`src/rtl/ru_writeback_sequencer_pkg.sv`:
```
// ---------------------------------------------------------------------------
// wb_pkg
// Shared types and constants for the register-unit write-back sequencer.
//   wb_src_e           : write-back mux source encoding (ALU / MEM / ADDER)
//   wb_state_e         : sequencer FSM states
//   WB_TIMEOUT_DEFAULT : default load-wait budget in cycles
//   wb_eff_src()       : maps the reserved source code onto ALU
// ---------------------------------------------------------------------------
package wb_pkg;

    typedef enum logic [1:0] {
        ALU   = 2'b00,
        MEM   = 2'b01,
        ADDER = 2'b10
    } wb_src_e;

    typedef enum logic [1:0] {
        IDLE      = 2'b00,
        LOAD_WAIT = 2'b01,
        COMMIT    = 2'b10
    } wb_state_e;

    localparam int WB_TIMEOUT_DEFAULT = 16;

    // The reserved code 2'b11 has no mux input of its own; it falls back to ALU.
    function automatic logic [1:0] wb_eff_src(input logic [1:0] src);
        logic [1:0] eff_s;
        if (src == 2'b11) begin
            eff_s = ALU;
        end else begin
            eff_s = src;
        end
        return eff_s;
    endfunction

endpackage

```
`src/rtl/ru_writeback_sequencer_timeout_ctr.sv`:
```
// ---------------------------------------------------------------------------
// wb_timeout_ctr
// Counts cycles spent waiting on the data memory.
//   clk, rst : clock, synchronous active-high reset
//   clr      : return the count to zero (takes priority over en)
//   en       : advance the count by one
//   expired  : count has reached TIMEOUT-1
// ---------------------------------------------------------------------------
module wb_timeout_ctr #(
    parameter  int TIMEOUT = 16,
    localparam int W       = (TIMEOUT > 2) ? $clog2(TIMEOUT) : 1
) (
    input  logic clk,
    input  logic rst,
    input  logic clr,
    input  logic en,
    output logic expired
);

    logic [W-1:0] cnt_r;

    // Wait-cycle counter register.
    always_ff @(posedge clk) begin
        if (rst || clr) begin
            cnt_r <= W'(1'b0);
        end else if (en) begin
            cnt_r <= cnt_r + W'(1'b1);
        end else begin
            cnt_r <= cnt_r;
        end
    end

    assign expired = (cnt_r == W'(TIMEOUT - 1));

endmodule

```
`src/rtl/ru_writeback_sequencer.sv`:
```
// ---------------------------------------------------------------------------
// ru_writeback_sequencer
// Drives the register-unit write port and the write-back mux select.
// ALU / ADDER results commit in the issuing cycle; loads stall the PC until
// the data memory answers, then commit the captured data through the mux
// memory input. A load that is never answered is dropped and flagged.
//   instr_valid, ru_wr, ru_data_wr_src, rd : control-unit write request
//   dm_ready, dm_rdata                     : data-memory read response
//   dm_req                                 : load request to data memory
//   ru_wr_en, ru_rd_addr, ru_src_sel       : register-unit write port / mux
//   load_data                              : captured load data
//   pc_stall, busy, err                    : stall, activity, sticky timeout
// ---------------------------------------------------------------------------
module ru_writeback_sequencer
    import wb_pkg::*;
#(
    parameter int TIMEOUT = WB_TIMEOUT_DEFAULT
) (
    input  logic        clk,
    input  logic        rst,
    input  logic        instr_valid,
    input  logic        ru_wr,
    input  logic [1:0]  ru_data_wr_src,
    input  logic [4:0]  rd,
    input  logic        dm_ready,
    input  logic [31:0] dm_rdata,
    output logic        dm_req,
    output logic        ru_wr_en,
    output logic [4:0]  ru_rd_addr,
    output logic [1:0]  ru_src_sel,
    output logic [31:0] load_data,
    output logic        pc_stall,
    output logic        busy,
    output logic        err
);

    wb_state_e   state_r, state_s;
    logic [4:0]  rd_q_r;
    logic [31:0] load_data_r;
    logic        err_r;

    logic        latch_rd_s;
    logic        capture_s;
    logic        err_set_s;
    logic        ctr_clr_s;
    logic        ctr_en_s;
    logic        expired_s;

    logic        dm_req_s;
    logic        wr_en_s;
    logic [4:0]  rd_addr_s;
    logic [1:0]  src_sel_s;
    logic        stall_s;

    wb_timeout_ctr #(
        .TIMEOUT (TIMEOUT)
    ) u_timeout_ctr (
        .clk     (clk),
        .rst     (rst),
        .clr     (ctr_clr_s),
        .en      (ctr_en_s),
        .expired (expired_s)
    );

    // Next-state and output decode; IDLE is Mealy, the wait states are Moore.
    always_comb begin
        state_s    = state_r;
        latch_rd_s = 1'b0;
        capture_s  = 1'b0;
        err_set_s  = 1'b0;
        ctr_clr_s  = 1'b1;
        ctr_en_s   = 1'b0;
        dm_req_s   = 1'b0;
        wr_en_s    = 1'b0;
        rd_addr_s  = 5'd0;
        src_sel_s  = ALU;
        stall_s    = 1'b0;
        case (state_r)
            IDLE: begin
                if (instr_valid && ru_wr) begin
                    rd_addr_s = rd;
                    if (ru_data_wr_src == MEM) begin
                        // dm_ready is not looked at here: the request is only
                        // being raised in this cycle.
                        src_sel_s  = MEM;
                        dm_req_s   = 1'b1;
                        stall_s    = 1'b1;
                        latch_rd_s = 1'b1;
                        state_s    = LOAD_WAIT;
                    end else begin
                        src_sel_s = wb_eff_src(ru_data_wr_src);
                        wr_en_s   = (rd != 5'd0);
                    end
                end else begin
                    state_s = IDLE;
                end
            end
            LOAD_WAIT: begin
                dm_req_s  = 1'b1;
                stall_s   = 1'b1;
                src_sel_s = MEM;
                rd_addr_s = rd_q_r;
                // dm_ready is checked before the timeout so a response on the
                // last allowed cycle still commits.
                if (dm_ready) begin
                    capture_s = 1'b1;
                    state_s   = COMMIT;
                end else if (expired_s) begin
                    err_set_s = 1'b1;
                    state_s   = IDLE;
                end else begin
                    ctr_clr_s = 1'b0;
                    ctr_en_s  = 1'b1;
                end
            end
            COMMIT: begin
                wr_en_s   = (rd_q_r != 5'd0);
                src_sel_s = MEM;
                rd_addr_s = rd_q_r;
                state_s   = IDLE;
            end
            default: begin
                state_s = IDLE;
            end
        endcase
    end

    // State, destination latch, load data capture and sticky error.
    always_ff @(posedge clk) begin
        if (rst) begin
            state_r     <= IDLE;
            rd_q_r      <= 5'd0;
            load_data_r <= 32'd0;
            err_r       <= 1'b0;
        end else begin
            state_r <= state_s;
            if (latch_rd_s) begin
                rd_q_r <= rd;
            end else begin
                rd_q_r <= rd_q_r;
            end
            if (capture_s) begin
                load_data_r <= dm_rdata;
            end else begin
                load_data_r <= load_data_r;
            end
            if (err_set_s) begin
                err_r <= 1'b1;
            end else begin
                err_r <= err_r;
            end
        end
    end

    assign dm_req     = dm_req_s;
    assign ru_wr_en   = wr_en_s;
    assign ru_rd_addr = rd_addr_s;
    assign ru_src_sel = src_sel_s;
    assign pc_stall   = stall_s;
    assign busy       = (state_r != IDLE);
    assign load_data  = load_data_r;
    assign err        = err_r;

endmodule
```
`config.mk`:
```
export PLATFORM = sky130hd
export DESIGN_NAME = ru_writeback_sequencer
export DESIGN_NICKNAME = d
export VERILOG_FILES = /design/src/rtl/ru_writeback_sequencer_pkg.sv /design/src/rtl/ru_writeback_sequencer_timeout_ctr.sv /design/src/rtl/ru_writeback_sequencer.sv
export SDC_FILE = /design/constraint.sdc
export NUM_CORES = 1
export LEC_CHECK = 0
export BUFFER_PORTS_ARGS = -buffer_cell sky130_fd_sc_hd__buf_2
export CORE_MARGIN = 2
export CORE_UTILIZATION = 48
export DETAILED_ROUTE_END_ITERATION = 7
export PLACE_DENSITY = 0.86
export SKIP_LAST_GASP = 1
export SLEW_MARGIN = 5
export SYNTH_ARGS = -nofsm -noshare
export SYNTH_HDL_FRONTEND = slang
export SYNTH_SLANG_ARGS = --single-unit
```
`constraint.sdc`:
```
create_clock -name clk -period 4.65 [get_ports clk]
set_clock_uncertainty 0.05 [all_clocks]
set_input_delay 0.2325 -clock clk [delete_from_list [all_inputs] [get_ports clk]]
set_output_delay 0.2325 -clock clk [all_outputs]
set_load 0.005 [all_outputs]
```
==> metrics.txt, run 1 <==
Core ar. 3610 um^2; # setup viols final 0; setup ws final 2.50 ns; post-synthesis register bit count 44; Netlist Area Pre-Place 1780 um^2; Hold Fails Final Rpt 0; total iterations of the first detailed-routing run 4; critical path's largest stage delay 0.52 ns; syn nets 273; VDD IR max 222 uV; clock sink count 44; Vias 1758; Post-Route WL 4090 um; initial antenna violation count 0; clk buf depth 2; Placement Cell Area 2200 um^2; Max Slew Vio Count 0; Simple-Gate Fraction of Synth Area 22.2%; Layout area overhead 30.0%; Finished Cell Area 2320 um^2; # Post-CTS Setup Buffers 0; die height 65.0 um; Worst R2R End load_data[23]; share of layout cells above drive strength 1 32.1%; RSZ-0062 raised after global routing false; hpwl dp 2850 um; Clock Tree Root clkbuf_8; FF-to-FF Start state_r[1]; clk_lat worst skew 0.29 ns; Wirelength per Cell 11.7 um; power per cell area 317 nW/um^2; TNS Setup 0 ns; gr usage total 21.0%; Synth area leaders dfxtp_1 (49%), nand2_1 (14%), a21oi_1 (11%); DRC Markers 0; Nets 350; CP endpoint kind primary output; mux share of post-synthesis cell area 0%; synthesized-area fraction occupied by adder cells 3.51%; CP bufs+invs 2; EDFF count, synth 0; n_diodes 0; die area 4220 um^2; Initial Utilization 49.5%; status finished, final reports clean; Critical-path top delay cell and3_1; Tmin final 2.15 ns; register area share after synthesis 49.4%; Rows 22; Synth Flop Type dfxtp_1; first-pass GRT wire length 6870 um; final core utilization 64.3%; largest area contributor in the netlist dfxtp_1; Ports 88; Hold Slack 0.121 ns; Async S/R FF share, synth 0%; critical path fanouts, max 16; CTS H-tree depth 2; Final period util 46.1%; Synth cell types 30; drt via density 5.02; Highest Clock Rate 0.466 GHz; CP arrival 1.86 ns; area share of the largest cell type after synthesis 49.4%; Hold-fix buffers, CTS 0; WS Path Type reg -> out; CTS tree done; die width 65.0 um; HP Class in -> reg; Cells after Synth 224; Max-cap violations 0; pre-CTS worst setup slack 2.67 ns; largest family of logic cells by synthesized area simple AND/OR/NAND/NOR gates; min-delay src dm_rdata[9]; Leak 1.06 nW; post-CTS resize count 0; Critical Path, Cell by Cell inv_1, ha_1, and3_1, a22oi_1, nor2_1, buf_2; Hold Path Sink load_data[9]; largest net degree at the start of global routing 43; Startpoint Class flip-flop; Synth Area per Inst 7.97 um^2; gr ovfl total 0; Hold Path Depth 3; FF-to-FF setup slack 2.66 ns; family with the most delay on the worst path simple AND/OR/NAND/NOR gates; Compound-Gate Fraction of Synth Area 18.5%; Synth warnings 0; worst-margin pin slew 1.13 ns; CP required 4.37 ns; Worst Reg-to-Reg Cells 5; RePlAce Congestion 0.789; Port Buffers 87; clock-pin slew on the worst setup and hold paths 0.08 ns; ANT nets after route 0; XOR/XNOR Fraction of Synth Area 0.982%; CTS Buf Count 5; First DRT Iteration DRCs 116; vias in the first global route 1541; relative slew slack 24.7%
==> power by group <==
part / switching, mW / internal (mW)
registers: 0.00205 / 0.380
logic: 0.0275 / 0.0243
clock network: 0.126 / 0.176
total: 0.156 / 0.580
==> per-stage QoR <==
stage,std cells,total power [mW]
CTS,350,0.747
finish,350,0.735
global route,350,0.772
global placement,342,0.442
floorplan,224,0.416
detailed placement,342,0.443
==> state kept, by name (all words and copies together), names as in the netlist <==
signal / count
u_timeout_ctr.cnt_r: 4
rd_q_r: 5
state_r: 2
load_data: 32
err: 1
==> layout make-up <==
type,instances,area [um^2]
Multi-Input combinational cell,159,807
Inverter,4,15.0
Sequential cell,44,881
Timing Repair Buffer,87,435
Clock buffer,6,82.6
Tap cell,48,60.1
Fill cell,336,1290
Clock inverter,2,38.8
==> cells in the mapped netlist (2+ instances only) <==
master,count
nand2_1,66
dfxtp_1,44
a21oi_1,39
nor2_1,11
clkbuf_1,9
nand3_1,8
a22oi_1,6
o21ai_0,6
ha_1,5
buf_2,4
inv_1,4
buf_4,3
a21o_1,2
==> per-layer routing <==
metal  up-vias  wire, um  part of all wire, %  global-route usage [%]
met1       782      1820                   45                    25.8
met2        74      1930                   47                    34.5
met3         2       299                  7.3                    6.08
met4         0        34                 0.83                    7.98
li1        900         -                    -                       -
met5         -         0                    0                       0
==> worst reg2reg max path, cell delays in order, from the launching register on <==
cell     delay [ns]
dfxtp_1        0.34
inv_1          0.10
ha_1           0.21
and2_1         0.90
nand2_1        0.15
a21oi_1        0.18
==> how the worst max path moves through the flow <==
stage / from / end / slack, ns / cells after the start
global route: state_r[0] / ru_rd_addr[3] / 2.35 / 6
detailed placement: state_r[1] / load_data[20] / 2.67 / 5
global placement: state_r[1] / state_r[1] / 2.75 / 5
finish: state_r[0] / ru_rd_addr[3] / 2.50 / 6
CTS: state_r[0] / ru_rd_addr[3] / 2.53 / 6
floorplan: state_r[0] / pc_stall / 2.98 / 7
==> layout by cell type, fill, tap and decap left out, types with 2 or more instances in the layout <==
master and n:
buf_2 87, nand2_1 66, dfxtp_1 44, a21oi_1 39, nor2_1 11, nand3_1 8, a22oi_1 6, o21ai_0 6
clkbuf_8 6, ha_1 5, inv_1 4, a21o_1 2
==> cell families (layout without fill, tap and decap cells) <==
logic type,after synthesis,after routing
buffers and inverters,21,99
XOR/XNOR,2,2
adder cells (fa/ha/maj),5,5
AND/OR/NAND/NOR,94,94
flip-flops,44,44
AO/OA/AOI/OAI,58,58
Note: power is estimated with default switching activity, not from simulation.
==> run 2: changes to the inputs <==
Settings changed: CORE_UTILIZATION 48 to 45, PLACE_DENSITY 0.86 to 0.82.
Clock period 4.65 ns to 2.15 ns, I/O delays scaled along.
==> run 2 against run 1 <==
Global-route usage increased by 0.75 points. Clock power grew 75%. Sequential cell count is the same. Die area up 6.2%. Register-to-register slack lost 2.3 ns. Via count increased by 9.4%. Combinational power rose to 3.1 times the previous value. Critical path depth unchanged. Non-clock buffer count is 30 higher. Largest power group unchanged.
==> metrics.txt, run 2 (same netlist as run 1, synthesis figures left out) <==
CP arrival 1.86 ns (about the same); clk buf depth 2 (unchanged); Hold Path Depth 3 (unchanged); hpwl dp 2890 um (+1.4%); most frequent cells in the layout buf_2 (87), nand2_1 (66), dfxtp_1 (44), a21oi_1 (39), dlygate4sd3_1 (28); n_diodes 0 (unchanged); die height 67.0 um (+3.1%); clock-pin slew on the worst setup and hold paths 0.08 ns (about the same); CTS Buf Count 5 (unchanged); RePlAce Congestion 0.802 (+1.6%); CP endpoint kind primary output; CTS H-tree depth 2 (unchanged); min-delay src dm_rdata[2]; status finished, final reports clean; power per cell area 582 nW/um^2 (+84%); CTS tree done; commonest non-fill, non-tap cell in the layout buf_2; HP Class in -> reg; WS Path Type reg -> out; clock sink count 44 (unchanged); Finished Cell Area 2600 um^2 (+12%); drt via density 5.06 (+0.80%); initial antenna violation count 0 (unchanged); first-pass GRT wire length 7360 um (+7.1%); Layout area overhead 45.7%; largest net degree at the start of global routing 33 (-23%); die area 4480 um^2 (+6.2%); relative slew slack 61.6% (+37 points); Nets 380 (+8.6%); Vias 1924 (+9.4%); VDD IR max 406 uV (+82%); final core utilization 69.5% (+5.1 points); Ports 88 (unchanged); RSZ-0062 raised after global routing false; Largest register FFs 32 (unchanged); Startpoint Class flip-flop; Hold Fails Final Rpt 0 (unchanged); share of layout cells above drive strength 1 30.1% (-2.0 points); First DRT Iteration DRCs 172 (+48%); FF-to-FF Start state_r[0]; Worst R2R End state_r[1]; worst-margin pin slew 0.576 ns (-0.553 ns); Post-Route WL 4730 um (+16%); vias in the first global route 1704 (+11%); CP required 1.99 ns (-2.38 ns); Clock Tree Root clkbuf_8; Worst Reg-to-Reg Cells 5 (unchanged); FF-to-FF setup slack 0.39 ns (-2.27 ns); Leak 1.18 nW (+12%); clk_lat worst skew 0.29 ns (about the same); Highest Clock Rate 0.495 GHz; Hold Path Sink load_data[2]; gr usage total 21.7% (+0.75 points); Wirelength per Cell 12.4 um (+6.4%); die width 67.0 um (+3.1%); total iterations of the first detailed-routing run 4 (unchanged); ANT nets after route 0 (unchanged); critical path fanouts, max 16 (unchanged); Core ar. 3740 um^2 (+3.8%); Placement Cell Area 2230 um^2 (+1.3%); Port Buffers 87 (unchanged); Max-cap violations 0 (unchanged); # setup viols final 0 (unchanged); DRC Markers 0 (unchanged); Final period util 94.0%; Initial Utilization 47.7% (-1.8 points); gr ovfl total 0 (unchanged); Tmin final 2.02 ns; Max Slew Vio Count 0 (unchanged); TNS Setup 0 ns (unchanged); Rows 22 (unchanged)
run 2: how the worst max path moves through the flow:
| stage | from | to | slack (ns) | cells after the start |
|---|---|---|---|---|
| after CTS | state_r[0] | ru_rd_addr[0] | 0.14 | 6 |
| after detailed placement | state_r[1] | load_data[22] | 0.21 | 5 |
| final | state_r[0] | ru_rd_addr[3] | 0.13 | 6 |
| after global routing | state_r[0] | ru_rd_addr[1] | 0.001 | 6 |
| after global placement | state_r[1] | load_data[0] | 0.30 | 5 |
| after floorplan | state_r[0] | pc_stall | 0.61 | 7 |
run 2: cell type report:
class | instances | area, um^2
fillers | 320 | 1140
clock inverters | 2 | 10.0
flip-flops and latches | 44 | 881
repair buffers | 117 | 743
inverters | 4 | 15.0
multi-input cells | 159 | 808
clock buffers | 6 | 82.6
well taps | 48 | 60.1
run 2: through the flow:
| step | hold slack [ns] | cells | power [mW] | setup WS (ns) |
|---|---|---|---|---|
| 2_1_floorplan | 0.193 | 224 | 0.900 | 0.610 |
| 3_3_place_gp | 0.298 | 344 | 0.960 | 0.298 |
| 3_5_place_dp | 0.305 | 344 | 0.961 | 0.212 |
| 4_1_cts | 0.000362 | 380 | 1.53 | 0.137 |
| 5_1_grt | 0.00132 | 380 | 1.58 | 0.00107 |
| 6_report | 0.00383 | 380 | 1.51 | 0.129 |
run 2: repair_timing:
action	in CTS	in global routing
resized for setup	0	1
hold endpoints to repair	28	0
buffers inserted	0	0
hold buffers	28	0
endpoints found under the setup margin	0	4
run 2: worst max-delay path: stages (launching register included):
cell	delay (ns)
dfxtp_1	0.33
inv_1	0.12
ha_1	0.21
and3_1	0.51
a22oi_1	0.16
nor2_1	0.11
buf_2	0.12
run 2: report_power, final:
part           switching [mW]  internal, mW  leakage (nW)  total (mW)
clock network           0.274         0.257        0.0510       0.530
registers             0.00430         0.822         0.355       0.826
logic                  0.0698        0.0878         0.778       0.158
total                   0.348          1.17          1.18        1.51
run 2: metal layers:
layer  vias up  wire length [um]  global-route usage, %
li1        958                 -                      -
met4         0                34                   7.65
met2        89              2250                   37.8
met5         -                 0                      0
met1       873              2050                   26.0
met3         4               394                   5.07
